[src/rtl/axi3_pkg.sv]
// Shared AXI3 response codes, burst encodings and FSM state types for the register bank.
package axi3_pkg;

    localparam logic [1:0] RESP_OKAY   = 2'b00;
    localparam logic [1:0] RESP_EXOKAY = 2'b01;
    localparam logic [1:0] RESP_SLVERR = 2'b10;
    localparam logic [1:0] RESP_DECERR = 2'b11;

    typedef enum logic [1:0] {
        BURST_FIXED = 2'b00,
        BURST_INCR  = 2'b01,
        BURST_WRAP  = 2'b10
    } burst_t;

    typedef enum logic [1:0] {
        W_IDLE = 2'b00,
        W_DATA = 2'b01,
        W_RESP = 2'b10
    } wstate_t;

    typedef enum logic {
        R_IDLE = 1'b0,
        R_DATA = 1'b1
    } rstate_t;

endpackage

[src/rtl/axi3_burst_addr.sv]
// Per-channel burst address generator: tracks the current beat address and
// remaining beat count, and decodes register index / range for the beat.
// The *_nxt_c outputs expose the decode of the address the next cycle will
// hold, so the read side can prefetch a beat in the same cycle it is requested.
module axi3_burst_addr
    import axi3_pkg::*;
#(
    parameter int unsigned  N_REG = 8,
    parameter logic [31:0]  BASE  = 32'h4000_0000,
    localparam int unsigned IDX_W = $clog2(N_REG)
) (
    input  logic             clk,
    input  logic             rst,
    input  logic             load,
    input  logic [31:0]      addr,
    input  logic [3:0]       len,
    input  logic [1:0]       burst,
    input  logic             step,
    output logic [IDX_W-1:0] index,
    output logic             in_range,
    output logic             last,
    output logic             done,
    output logic [IDX_W-1:0] index_nxt_c,
    output logic             in_range_nxt_c,
    output logic             last_nxt_c
);

    localparam logic [32:0] LIMIT = {1'b0, BASE} + 33'(4 * N_REG);

    logic [31:0] addr_q;
    logic [31:0] addr_d;
    logic [31:0] offset_d;
    logic [3:0]  cnt_q;
    logic [3:0]  cnt_d;
    logic        incr_q;
    logic        incr_d;

    // Next address/count: load wins over step; only FIXED holds the address.
    always_comb begin
        addr_d = addr_q;
        cnt_d  = cnt_q;
        incr_d = incr_q;
        if (load) begin
            addr_d = addr;
            cnt_d  = len;
            incr_d = (burst != BURST_FIXED);
        end else if (step) begin
            if (incr_q) begin
                addr_d = addr_q + 32'd4;
            end
            if (cnt_q != 4'd0) begin
                cnt_d = cnt_q - 4'd1;
            end
        end
    end

    // Decode of the upcoming beat address.
    always_comb begin
        offset_d       = addr_d - BASE;
        index_nxt_c    = IDX_W'(offset_d >> 2);
        in_range_nxt_c = ({1'b0, addr_d} >= {1'b0, BASE}) && ({1'b0, addr_d} < LIMIT);
        last_nxt_c     = (cnt_d == 4'd0);
    end

    // Burst state and registered decode of the current beat.
    always_ff @(posedge clk or posedge rst) begin
        if (rst) begin
            addr_q   <= '0;
            cnt_q    <= '0;
            incr_q   <= 1'b0;
            index    <= '0;
            in_range <= 1'b0;
            last     <= 1'b0;
            done     <= 1'b1;
        end else begin
            addr_q   <= addr_d;
            cnt_q    <= cnt_d;
            incr_q   <= incr_d;
            index    <= index_nxt_c;
            in_range <= in_range_nxt_c;
            last     <= last_nxt_c;
            if (load) begin
                done <= 1'b0;
            end else if (step && last) begin
                done <= 1'b1;
            end
        end
    end

endmodule

[src/rtl/axi3_regbank.sv]
// AXI3 slave register bank: N_REG byte-strobed 32-bit registers with
// independent write and read channels, FIXED/INCR bursts and SLVERR on
// out-of-range beats. One register's low bits drive the LEDs.
module axi3_regbank
    import axi3_pkg::*;
#(
    parameter int unsigned N_REG   = 8,
    parameter logic [31:0] BASE    = 32'h4000_0000,
    parameter int unsigned ID_W    = 12,
    parameter int unsigned LED_W   = 8,
    parameter int unsigned LED_REG = 0
) (
    input  logic                 i_clk0,
    input  logic                 i_rst,
    input  logic [ID_W-1:0]      i_M_AXI_GP0_AWID,
    input  logic [31:0]          i_M_AXI_GP0_AWADDR,
    input  logic [3:0]           i_M_AXI_GP0_AWLEN,
    input  logic [2:0]           i_M_AXI_GP0_AWSIZE,
    input  logic [1:0]           i_M_AXI_GP0_AWBURST,
    input  logic [1:0]           i_M_AXI_GP0_AWLOCK,
    input  logic [3:0]           i_M_AXI_GP0_AWCACHE,
    input  logic [2:0]           i_M_AXI_GP0_AWPROT,
    input  logic [3:0]           i_M_AXI_GP0_AWQOS,
    input  logic                 i_M_AXI_GP0_AWVALID,
    output logic                 o_M_AXI_GP0_AWREADY,
    input  logic [ID_W-1:0]      i_M_AXI_GP0_WID,
    input  logic [31:0]          i_M_AXI_GP0_WDATA,
    input  logic [3:0]           i_M_AXI_GP0_WSTRB,
    input  logic                 i_M_AXI_GP0_WLAST,
    input  logic                 i_M_AXI_GP0_WVALID,
    output logic                 o_M_AXI_GP0_WREADY,
    output logic [ID_W-1:0]      o_M_AXI_GP0_BID,
    output logic [1:0]           o_M_AXI_GP0_BRESP,
    output logic                 o_M_AXI_GP0_BVALID,
    input  logic                 i_M_AXI_GP0_BREADY,
    input  logic [ID_W-1:0]      i_M_AXI_GP0_ARID,
    input  logic [31:0]          i_M_AXI_GP0_ARADDR,
    input  logic [3:0]           i_M_AXI_GP0_ARLEN,
    input  logic [2:0]           i_M_AXI_GP0_ARSIZE,
    input  logic [1:0]           i_M_AXI_GP0_ARBURST,
    input  logic [1:0]           i_M_AXI_GP0_ARLOCK,
    input  logic [3:0]           i_M_AXI_GP0_ARCACHE,
    input  logic [2:0]           i_M_AXI_GP0_ARPROT,
    input  logic [3:0]           i_M_AXI_GP0_ARQOS,
    input  logic                 i_M_AXI_GP0_ARVALID,
    output logic                 o_M_AXI_GP0_ARREADY,
    output logic [ID_W-1:0]      o_M_AXI_GP0_RID,
    output logic [31:0]          o_M_AXI_GP0_RDATA,
    output logic [1:0]           o_M_AXI_GP0_RRESP,
    output logic                 o_M_AXI_GP0_RLAST,
    output logic                 o_M_AXI_GP0_RVALID,
    input  logic                 i_M_AXI_GP0_RREADY,
    output logic [LED_W-1:0]     o_led,
    output logic [32*N_REG-1:0]  o_regs
);

    localparam int unsigned      IDX_W   = $clog2(N_REG);
    localparam logic [IDX_W-1:0] LED_IDX = IDX_W'(LED_REG);

    logic [31:0] regs_q [N_REG];

    wstate_t w_state_q;
    wstate_t w_state_d;
    rstate_t r_state_q;
    rstate_t r_state_d;

    logic aw_hs_c;
    logic w_hs_c;
    logic ar_hs_c;
    logic r_hs_c;
    logic wr_err_q;

    logic [31:0] wr_mask_c;
    logic [31:0] wr_word_c;

    logic [IDX_W-1:0] wa_index;
    logic             wa_in_range;
    logic             wa_last;
    logic             wa_done;
    logic [IDX_W-1:0] wa_index_nxt_c;
    logic             wa_in_range_nxt_c;
    logic             wa_last_nxt_c;

    logic [IDX_W-1:0] ra_index;
    logic             ra_in_range;
    logic             ra_last;
    logic             ra_done;
    logic [IDX_W-1:0] ra_index_nxt_c;
    logic             ra_in_range_nxt_c;
    logic             ra_last_nxt_c;

    // Write-channel beat address tracker.
    axi3_burst_addr #(
        .N_REG (N_REG),
        .BASE  (BASE)
    ) u_wr_addr (
        .clk            (i_clk0),
        .rst            (i_rst),
        .load           (aw_hs_c),
        .addr           (i_M_AXI_GP0_AWADDR),
        .len            (i_M_AXI_GP0_AWLEN),
        .burst          (i_M_AXI_GP0_AWBURST),
        .step           (w_hs_c),
        .index          (wa_index),
        .in_range       (wa_in_range),
        .last           (wa_last),
        .done           (wa_done),
        .index_nxt_c    (wa_index_nxt_c),
        .in_range_nxt_c (wa_in_range_nxt_c),
        .last_nxt_c     (wa_last_nxt_c)
    );

    // Read-channel beat address tracker.
    axi3_burst_addr #(
        .N_REG (N_REG),
        .BASE  (BASE)
    ) u_rd_addr (
        .clk            (i_clk0),
        .rst            (i_rst),
        .load           (ar_hs_c),
        .addr           (i_M_AXI_GP0_ARADDR),
        .len            (i_M_AXI_GP0_ARLEN),
        .burst          (i_M_AXI_GP0_ARBURST),
        .step           (r_hs_c),
        .index          (ra_index),
        .in_range       (ra_in_range),
        .last           (ra_last),
        .done           (ra_done),
        .index_nxt_c    (ra_index_nxt_c),
        .in_range_nxt_c (ra_in_range_nxt_c),
        .last_nxt_c     (ra_last_nxt_c)
    );

    // Write FSM next state and handshake strobes.
    always_comb begin
        w_state_d = w_state_q;
        aw_hs_c   = 1'b0;
        w_hs_c    = 1'b0;
        case (w_state_q)
            W_IDLE: begin
                if (i_M_AXI_GP0_AWVALID) begin
                    aw_hs_c   = 1'b1;
                    w_state_d = W_DATA;
                end
            end
            W_DATA: begin
                if (i_M_AXI_GP0_WVALID) begin
                    w_hs_c = 1'b1;
                    if (wa_last) begin
                        w_state_d = W_RESP;
                    end
                end
            end
            W_RESP: begin
                if (i_M_AXI_GP0_BREADY) begin
                    w_state_d = W_IDLE;
                end
            end
            default: w_state_d = W_IDLE;
        endcase
    end

    // Write FSM state, channel outputs and sticky burst error.
    always_ff @(posedge i_clk0 or posedge i_rst) begin
        if (i_rst) begin
            w_state_q           <= W_IDLE;
            o_M_AXI_GP0_AWREADY <= 1'b1;
            o_M_AXI_GP0_WREADY  <= 1'b0;
            o_M_AXI_GP0_BVALID  <= 1'b0;
            o_M_AXI_GP0_BID     <= '0;
            o_M_AXI_GP0_BRESP   <= RESP_OKAY;
            wr_err_q            <= 1'b0;
        end else begin
            w_state_q           <= w_state_d;
            o_M_AXI_GP0_AWREADY <= (w_state_d == W_IDLE);
            o_M_AXI_GP0_WREADY  <= (w_state_d == W_DATA);
            o_M_AXI_GP0_BVALID  <= (w_state_d == W_RESP);
            if (aw_hs_c) begin
                o_M_AXI_GP0_BID   <= i_M_AXI_GP0_AWID;
                o_M_AXI_GP0_BRESP <= RESP_OKAY;
                wr_err_q          <= 1'b0;
            end
            if (w_hs_c && !wa_in_range) begin
                wr_err_q <= 1'b1;
            end
            if (w_hs_c && wa_last) begin
                o_M_AXI_GP0_BRESP <= (wr_err_q || !wa_in_range) ? RESP_SLVERR : RESP_OKAY;
            end
        end
    end

    // Byte-strobe merge of the incoming beat into the addressed register.
    always_comb begin
        wr_mask_c = {{8{i_M_AXI_GP0_WSTRB[3]}}, {8{i_M_AXI_GP0_WSTRB[2]}},
                     {8{i_M_AXI_GP0_WSTRB[1]}}, {8{i_M_AXI_GP0_WSTRB[0]}}};
        wr_word_c = (regs_q[wa_index] & ~wr_mask_c) | (i_M_AXI_GP0_WDATA & wr_mask_c);
    end

    // Register file: only in-range write beats update it.
    always_ff @(posedge i_clk0 or posedge i_rst) begin
        if (i_rst) begin
            regs_q <= '{default: '0};
        end else if (w_hs_c && wa_in_range) begin
            regs_q[wa_index] <= wr_word_c;
        end
    end

    // Read FSM next state and handshake strobes.
    always_comb begin
        r_state_d = r_state_q;
        ar_hs_c   = 1'b0;
        r_hs_c    = 1'b0;
        case (r_state_q)
            R_IDLE: begin
                if (i_M_AXI_GP0_ARVALID) begin
                    ar_hs_c   = 1'b1;
                    r_state_d = R_DATA;
                end
            end
            R_DATA: begin
                if (i_M_AXI_GP0_RREADY) begin
                    r_hs_c = 1'b1;
                    if (ra_last) begin
                        r_state_d = R_IDLE;
                    end
                end
            end
            default: r_state_d = R_IDLE;
        endcase
    end

    // Read FSM state and beat prefetch into the R channel registers.
    always_ff @(posedge i_clk0 or posedge i_rst) begin
        if (i_rst) begin
            r_state_q           <= R_IDLE;
            o_M_AXI_GP0_ARREADY <= 1'b1;
            o_M_AXI_GP0_RVALID  <= 1'b0;
            o_M_AXI_GP0_RLAST   <= 1'b0;
            o_M_AXI_GP0_RID     <= '0;
            o_M_AXI_GP0_RDATA   <= '0;
            o_M_AXI_GP0_RRESP   <= RESP_OKAY;
        end else begin
            r_state_q           <= r_state_d;
            o_M_AXI_GP0_ARREADY <= (r_state_d == R_IDLE);
            o_M_AXI_GP0_RVALID  <= (r_state_d == R_DATA);
            if (ar_hs_c) begin
                o_M_AXI_GP0_RID <= i_M_AXI_GP0_ARID;
            end
            if (ar_hs_c || (r_hs_c && !ra_last)) begin
                o_M_AXI_GP0_RDATA <= ra_in_range_nxt_c ? regs_q[ra_index_nxt_c] : 32'd0;
                o_M_AXI_GP0_RRESP <= ra_in_range_nxt_c ? RESP_OKAY : RESP_SLVERR;
                o_M_AXI_GP0_RLAST <= ra_last_nxt_c;
            end else if (r_hs_c) begin
                o_M_AXI_GP0_RLAST <= 1'b0;
            end
        end
    end

    // Register contents exported flat and to the LEDs.
    for (genvar g = 0; g < N_REG; g++) begin : g_regs_out
        assign o_regs[32*g +: 32] = regs_q[g];
    end

    assign o_led = regs_q[LED_IDX][LED_W-1:0];

    // Sideband fields this slave does not act on.
    logic unused_inputs;
    assign unused_inputs = ^{i_M_AXI_GP0_AWSIZE, i_M_AXI_GP0_AWLOCK, i_M_AXI_GP0_AWCACHE,
                             i_M_AXI_GP0_AWPROT, i_M_AXI_GP0_AWQOS, i_M_AXI_GP0_WID,
                             i_M_AXI_GP0_WLAST, i_M_AXI_GP0_ARSIZE, i_M_AXI_GP0_ARLOCK,
                             i_M_AXI_GP0_ARCACHE, i_M_AXI_GP0_ARPROT, i_M_AXI_GP0_ARQOS,
                             wa_done, wa_index_nxt_c, wa_in_range_nxt_c, wa_last_nxt_c,
                             ra_done, ra_index, ra_in_range};

endmodule

[config.mk]
export PLATFORM = sky130hd
export DESIGN_NAME = axi3_regbank
export DESIGN_NICKNAME = d
export VERILOG_FILES = /design/src/rtl/axi3_pkg.sv /design/src/rtl/axi3_burst_addr.sv /design/src/rtl/axi3_regbank.sv
export SDC_FILE = /design/constraint.sdc
export NUM_CORES = 1
export LEC_CHECK = 0
export CAP_MARGIN = 20
export CORE_MARGIN = 2
export CORE_UTILIZATION = 40
export DETAILED_ROUTE_END_ITERATION = 7
export GPL_TIMING_DRIVEN = 0
export PLACE_DENSITY = 0.71
export SLEW_MARGIN = 5
export SYNTH_ARGS = -nofsm -noshare
export SYNTH_HDL_FRONTEND = slang
export SYNTH_HIERARCHICAL = 1
export SYNTH_SLANG_ARGS = --single-unit
[constraint.sdc]
create_clock -name i_clk0 -period 11.7 [get_ports i_clk0]
set_input_delay 1.17 -clock i_clk0 [delete_from_list [all_inputs] [get_ports i_clk0]]
set_output_delay 1.17 -clock i_clk0 [all_outputs]
set_load 0.005 [all_outputs]
==> summary.md, run 1 <==
| Metric | Value |
|---|---|
| Outcome | finished clean |
| Commonest non-fill, non-tap cells in the layout | sky130_fd_sc_hd__clkdlybuf4s50_1, sky130_fd_sc_hd__dfrtp_1, sky130_fd_sc_hd__nand2_1 |
| Synth warnings | 6 |
| Routed Antenna Nets | 0 |
| Latest clock arrival within the worst-skew pair | 620 ps |
| Number of DRC markers after the initial detailed-route iteration | 2522 |
| Layout area overhead | 32.9% |
| Max Clk Rate | 0.151 GHz |
| Unrepaired setup endpoints after global routing | no |
| Number of global-route vias before repair | 20239 |
| Design Power | 5.20 mW |
| Final global-route overflow total | 0 |
| Hold_ws | 476 ps |
| Peak supply drop | 136 uV |
| Area occupied by multi-input gates | 10600 um^2 |
| Final-report hold violation count | 0 |
| Post-CTS setup-driven buffer insertion count | 0 |
| Initial antenna violation count | 5 |
| Quantity of hold-fixing buffers added after cts | 0 |
| Endpoint type of the worst setup path | flop |
| Placed Instance Area | 27000 um^2 |
| Max-cap violations | 0 |
| Combinational share of power | 39.3% |
| Clock transition at the register clock pins on the worst setup and hold paths after CTS | 60 ps |
| Required time at the endpoint of the critical path | 12160 ps |
| Placer's final routability congestion estimate | 0.957 |
| Number of clock sinks | 396 |
| Cell Count Post-Placement | 3174 |
| I/O pin cnt | 518 |
| CTS tree | done |
| Detailed placer's ending HPWL | 66.8 mm |
| Deepest level of the CTS H-tree | 2 |
| Total net switching power | 2.07 mW |
| Final critical path time including I/O delays and setup | 6640 ps |
| Per-cell via count in the routed design | 6.28 |
| Average detailed-routed wire length per instance | 28.1 um |
| Flop pwr share | 32.7% |
| Final-stage net count | 2727 |
| Via total after detailed routing | 20464 |
| Wire length of the first global-routing pass | 135 mm |
| Final Routed Wirelength | 91.7 mm |
| Number of endpoints failing setup at the final stage | 0 |
| Post-placement setup slack | 4430 ps |
| Mean post-synth cell area | 10.6 um^2 |
| Area of all placed cells without fillers | 28500 um^2 |
| Kind of path behind the tightest hold check | reg2reg |
| Clock Path Buffers | 3 |
| Start-to-end type of the worst setup path | in2reg |
| Most common library cell in the layout ignoring fill and taps | sky130_fd_sc_hd__clkdlybuf4s50_1 |
| Final setup margin | 5060 ps |
| Largest fanout of any net on the critical path | 14 |
| Sequential cell area | 9910 um^2 |
| Fill count | 4636 |
| Total clock buffers created by CTS | 46 |
| Gates resized, CTS repair | 0 |
| Cell area after synthesis | 21500 um^2 |
| Arrival time reported for the critical path endpoint | 7100 ps |
| Vertical die dimension | 236 um |
| Post-route DRC | 0 |
| Starting Density | 40.7% |
| GRT Overall Usage | 32.4% |
| Largest net degree at the start of global routing | 115 |
| Number of iterations in the first detailed-routing pass | 6 |
| Cell row count | 84 |
| Worst slew pin tran | 1150 ps |
| Root buffer cell | sky130_fd_sc_hd__clkbuf_16 |
| Proportion of layout cells with a drive suffix above 1 | 14.2% |
| Fraction of the cycle the final worst path needs | 56.8% |
| Std-Cell Core Area | 52800 um^2 |
| Part of the power in the clock network | 28.0% |
| Leakage power | 11.5 nW |
| Worst clock skew | 47.4 ps |
| Power density cells | 182 nW/um^2 |
| Die Area | 55500 um^2 |
| Max transition margin | 23.2% |
| Number of instances in the synthesized netlist | 2020 |
| Switching power as a share of total power | 39.8% |
| Final instance count without filler cells | 3261 |
| Count of buffers inserted at the top-level ports | 463 |
| Count of final max-slew check failures | 0 |
| Power Internal | 3.13 mW |
| Die boundary width | 236 um |
| Element type at the critical path start | input pin |
through the flow:
step | TNS, ps | utilization, %
2_1_floorplan | 0 | -
3_3_place_gp | -800250 | 51.1
3_5_place_dp | 0 | 51.2
4_1_cts | 0 | 54.0
5_1_grt | 0 | 54.1
6_report | 0 | 54.1
layout make-up:
| class | count | share of cell area (%) |
|---|---|---|
| multi-input combinational | 1427 | 37.1 |
| timing repair buffer | 466 | 16.5 |
| inverter | 33 | 0.461 |
| clock buffer | 73 | 4.74 |
| antenna | 3 | 0.0263 |
| clock inverter | 10 | 0.465 |
| sequential | 396 | 34.7 |
| buffer | 165 | 2.98 |
| tap | 688 | 3.02 |
power by group through the flow:
stage          combinational, mW  clock (mW)  sequential, mW
2_1_floorplan               1.24           0            1.69
3_3_place_gp                1.95           0            1.71
3_5_place_dp                1.98           0            1.72
4_1_cts                     1.99        1.46            1.70
5_1_grt                     2.13        1.52            1.72
6_report                    2.05        1.46            1.70
path summary, 6_finish.rpt:
kind / startpoint / to / slack, ps / cells past startpoint
max: i_M_AXI_GP0_ARVALID / o_M_AXI_GP0_RDATA[8] / 5060 / 17
min: o_M_AXI_GP0_RID[7] / o_M_AXI_GP0_RID[7] / 480 / 2
max reg2reg: r_state_q / o_M_AXI_GP0_RDATA[8] / 5620 / 16
min reg2reg: o_M_AXI_GP0_RID[7] / o_M_AXI_GP0_RID[7] / 480 / 2
max in group asynchronous: i_rst / o_M_AXI_GP0_RID[6] / 8930 / 4
min in group asynchronous: i_rst / o_M_AXI_GP0_RDATA[27] / 1280 / 2
layer usage:
| metal | part of all wire [%] | wire [um] | track usage [%] |
|---|---|---|---|
| met5 | 0.047 | 43 | 0 |
| met4 | 5.7 | 5220 | 16.9 |
| met3 | 13 | 12000 | 12.1 |
| met2 | 45 | 41100 | 49.6 |
| met1 | 36 | 33300 | 40.1 |
critical path: stages:
cell and delay, ps:
sky130_fd_sc_hd__clkdlybuf4s50_1 460, sky130_fd_sc_hd__nand2b_1 50, sky130_fd_sc_hd__clkbuf_1 170, sky130_fd_sc_hd__inv_1 160
sky130_fd_sc_hd__buf_1 550, sky130_fd_sc_hd__clkbuf_1 490, sky130_fd_sc_hd__clkbuf_1 410, sky130_fd_sc_hd__clkbuf_1 330
sky130_fd_sc_hd__clkbuf_1 340, sky130_fd_sc_hd__nand2_1 120, sky130_fd_sc_hd__o21ai_0 140, sky130_fd_sc_hd__buf_4 150
sky130_fd_sc_hd__clkbuf_1 620, sky130_fd_sc_hd__clkbuf_1 850, sky130_fd_sc_hd__mux4_2 410, sky130_fd_sc_hd__mux2i_1 530
sky130_fd_sc_hd__o2bb2ai_1 110
registers in the layout (all words and copies together) (netlist names), 2 cells and up:
| signal | flops |
|---|---|
| o_regs | 248 |
| o_M_AXI_GP0_RDATA | 32 |
| u_rd_addr/addr_q | 30 |
| u_wr_addr/addr_q | 30 |
| o_M_AXI_GP0_BID | 12 |
| o_M_AXI_GP0_RID | 12 |
| o_led | 8 |
| u_rd_addr/cnt_q | 4 |
| u_wr_addr/cnt_q | 4 |
| w_state_q | 2 |
No activity file was read; power rests on OpenSTA's default activity.
==> inputs of run 2 (changes only) <==
PLACE_DENSITY = 0.73   (was 0.71)
clock period = 5.6 ns   (was 11.7 ns; I/O delays follow)
==> run 2 against run 1 <==
Net effect: final cell count increased by 0.12%; utilization increased by 0.23 points; count of clock-buffer cells in the layout decreased by 2; non-clock buffer count increased by 4; sequential cell count unchanged.
==> summary.md, run 2 (same netlist as run 1, synthesis figures left out) <==
| Metric | Value |
|---|---|
| Element type at the critical path start | flop (was input pin) |
| Cell type group with the largest total delay on the critical path | buffers and inverters (unchanged) |
| Unrepaired setup endpoints after global routing | no (unchanged) |
| Via total after detailed routing | 20481 (was 20464) |
| Largest fanout of any net on the critical path | 27 (was 14) |
| Worst slew pin tran | 1120 ps (was 1150 ps) |
| Hold_ws | 477 ps (was 476 ps) |
| Commonest non-fill, non-tap cells in the layout | sky130_fd_sc_hd__clkdlybuf4s50_1, sky130_fd_sc_hd__dfrtp_1, sky130_fd_sc_hd__nand2_1 (unchanged) |
| Required time at the endpoint of the critical path | 6060 ps (was 12160 ps) |
| Cell Count Post-Placement | 3181 (was 3174) |
| Final Routed Wirelength | 94.2 mm (was 91.7 mm) |
| Number of endpoints failing setup at the final stage | 0 (unchanged) |
| Die Area | 55500 um^2 (unchanged) |
| Critical path's most frequent cell | sky130_fd_sc_hd__clkbuf_1 (unchanged) |
| Largest register FFs | 248 (unchanged) |
| Fraction of the cycle the final worst path needs | 88.8% |
| Cell row count | 84 (unchanged) |
| Final-report hold violation count | 0 (unchanged) |
| Worst clock skew | 29.3 ps (was 47.4 ps) |
| Max transition margin | 25.5% (was 23.2%) |
| Final critical path time including I/O delays and setup | 4970 ps |
| Combinational share of power | 39.8% (was 39.3%) |
| Max Clk Rate | 0.201 GHz |
| Final instance count without filler cells | 3265 (was 3261) |
| Average detailed-routed wire length per instance | 28.8 um (was 28.1 um) |
| Count of buffers inserted at the top-level ports | 463 (unchanged) |
| Placed Instance Area | 27100 um^2 (was 27000 um^2) |
| Std-Cell Core Area | 52800 um^2 (unchanged) |
| Arrival time reported for the critical path endpoint | 5430 ps (was 7100 ps) |
| Initial antenna violation count | 3 (was 5) |
| Flop pwr share | 32.5% (was 32.7%) |
| Largest stage delay on the critical path | 860 ps (was 850 ps) |
| Deepest level of the CTS H-tree | 2 (unchanged) |
| Most common library cell in the layout ignoring fill and taps | sky130_fd_sc_hd__clkdlybuf4s50_1 (unchanged) |
| GRT Overall Usage | 33.2% (was 32.4%) |
| Kind of path behind the tightest hold check | reg2reg (unchanged) |
| Critical-path cell list | nand2b_1 > clkbuf_1 > clkinvlp_4 > clkbuf_1 > clkbuf_1 > clkbuf_1 > nand2_1 > o21ai_0 > buf_4 > clkbuf_1 > clkbuf_1 > mux2i_1 > o2bb2ai_1 (was clkdlybuf4s50_1 > nand2b_1 > clkbuf_1 > inv_1 > buf_1 > clkbuf_1 > clkbuf_1 > clkbuf_1 > clkbuf_1 > nand2_1 > o21ai_0 > buf_4 > clkbuf_1 > clkbuf_1 > mux4_2 > mux2i_1 > o2bb2ai_1) |
| Routed Antenna Nets | 0 (unchanged) |
| Per-cell via count in the routed design | 6.27 (was 6.28) |
| Final-stage net count | 2731 (was 2727) |
| Total net switching power | 4.37 mW (was 2.07 mW) |
| Placer's final routability congestion estimate | 0.967 (was 0.957) |
| Start-to-end type of the worst setup path | reg2reg (was in2reg) |
| Number of clock sinks | 396 (unchanged) |
| Root buffer cell | sky130_fd_sc_hd__clkbuf_16 (unchanged) |
| Post-CTS setup-driven buffer insertion count | 0 (unchanged) |
| Fill count | 4591 (was 4636) |
| Area of all placed cells without fillers | 28600 um^2 (was 28500 um^2) |
| Peak supply drop | 235 uV (was 136 uV) |
| Number of global-route vias before repair | 20037 (was 20239) |
| Total clock buffers created by CTS | 46 (unchanged) |
| Critical R2R Launch | r_state_q (unchanged) |
| Wire length of the first global-routing pass | 137 mm (was 135 mm) |
| Post-route DRC | 0 (unchanged) |
| WP buf/inv | 8 (was 11) |
| Proportion of layout cells with a drive suffix above 1 | 14.7% (was 14.2%) |
| Clock transition at the register clock pins on the worst setup and hold paths after CTS | 60 ps (about the same) |
| Clock Path Buffers | 3 (unchanged) |
| Latest clock arrival within the worst-skew pair | 610 ps (was 620 ps) |
| Setup TNS Final | 0 ps (unchanged) |
| I/O pin cnt | 518 (unchanged) |
| Number of iterations in the first detailed-routing pass | 8 (was 6) |
| Endpoint type of the worst setup path | flop (unchanged) |
| Sequential cell area | 9910 um^2 (unchanged) |
| Max-cap violations | 0 (unchanged) |
| Startpoint of the worst setup timing path | r_state_q (was i_M_AXI_GP0_ARVALID) |
| Layout area overhead | 33.5% (was 32.9%) |
| Final global-route overflow total | 0 (unchanged) |
| Part of the power in the clock network | 27.6% (was 28.0%) |
| Worst min-delay path startpoint | o_M_AXI_GP0_RID[5] (was o_M_AXI_GP0_RID[7]) |
| Largest net degree at the start of global routing | 42 (was 115) |
| Outcome | finished clean (unchanged) |
| Area occupied by multi-input gates | 10600 um^2 (unchanged) |
| Design Power | 10.9 mW (was 5.20 mW) |
| Power density cells | 381 nW/um^2 (was 182 nW/um^2) |
| Crit-path slowest cell | sky130_fd_sc_hd__clkbuf_1 (unchanged) |
| Number of DRC markers after the initial detailed-route iteration | 2495 (was 2522) |
| Power Internal | 6.55 mW (was 3.13 mW) |
| Die boundary width | 236 um (unchanged) |
| Starting Density | 40.7% (unchanged) |
| Switching power as a share of total power | 40.0% (was 39.8%) |
| Detailed placer's ending HPWL | 69.1 mm (was 66.8 mm) |
| Count of final max-slew check failures | 0 (unchanged) |
| Vertical die dimension | 236 um (unchanged) |
| Leakage power | 11.6 nW (was 11.5 nW) |
| CTS tree | done (unchanged) |
run 2: cell type report:
class	count	area share, %
Multi-Input combinational cell	1427	36.9
Sequential cell	396	34.6
Timing Repair Buffer	473	16.9
Clock buffer	71	4.66
Tap cell	688	3.01
Buffer	162	2.99
Clock inverter	12	0.472
Inverter	33	0.459
Antenna cell	3	0.0262
run 2: routing by layer:
layer	up-vias	track usage (%)	share of wire, %
met5	-	0	0
met4	0	17.3	5.9
met3	302	11.4	13
met2	1469	50.4	44
met1	10211	42.1	37
li1	8499	-	-
run 2: stage by stage:
stage	utilization, %	setup slack, ps
3_3_place_gp	51.1	-1780
6_report	54.3	627
2_1_floorplan	-	733
5_1_grt	54.3	287
3_5_place_dp	51.5	-1250
4_1_cts	54.2	35.5
run 2: worst register-to-register path: stages, from the launching register on:
cell	delay [ps]
sky130_fd_sc_hd__dfrtp_1	410
sky130_fd_sc_hd__nand2b_1	160
sky130_fd_sc_hd__clkbuf_1	200
sky130_fd_sc_hd__clkinvlp_4	410
sky130_fd_sc_hd__clkbuf_1	440
sky130_fd_sc_hd__clkbuf_1	360
sky130_fd_sc_hd__clkbuf_1	390
sky130_fd_sc_hd__nand2_1	140
sky130_fd_sc_hd__o21ai_0	150
sky130_fd_sc_hd__buf_4	160
sky130_fd_sc_hd__clkbuf_1	500
sky130_fd_sc_hd__clkbuf_1	860
sky130_fd_sc_hd__mux2i_1	570
sky130_fd_sc_hd__o2bb2ai_1	100
run 2: path summary, 6_finish.rpt:
path	endpoint	slack [ps]	depth (start not counted)
max	o_M_AXI_GP0_RDATA[29]	630	13
min reg2reg	o_M_AXI_GP0_RID[5]	480	2
max reg2reg	o_M_AXI_GP0_RDATA[29]	630	13
min	o_M_AXI_GP0_RID[5]	480	2
min in group asynchronous	o_M_AXI_GP0_BVALID	570	2
max in group asynchronous	o_regs[70]	3720	6
run 2: power groups by stage:
stage / clock network [mW] / registers [mW] / logic [mW]
global route: 3.16 / 3.60 / 4.49
finish: 3.02 / 3.55 / 4.35
CTS: 3.03 / 3.54 / 4.21
global placement: 0 / 3.58 / 4.11
detailed placement: 0 / 3.59 / 4.20
floorplan: 0 / 3.53 / 2.60
run 2: what timing repair did:
item                                    4_1_cts  5_1_grt
resized for setup                             5        6
pin swaps                                     0        0
hold endpoints to repair                      0        0
hold buffers                                  0        0
endpoints found under the setup margin       31       27
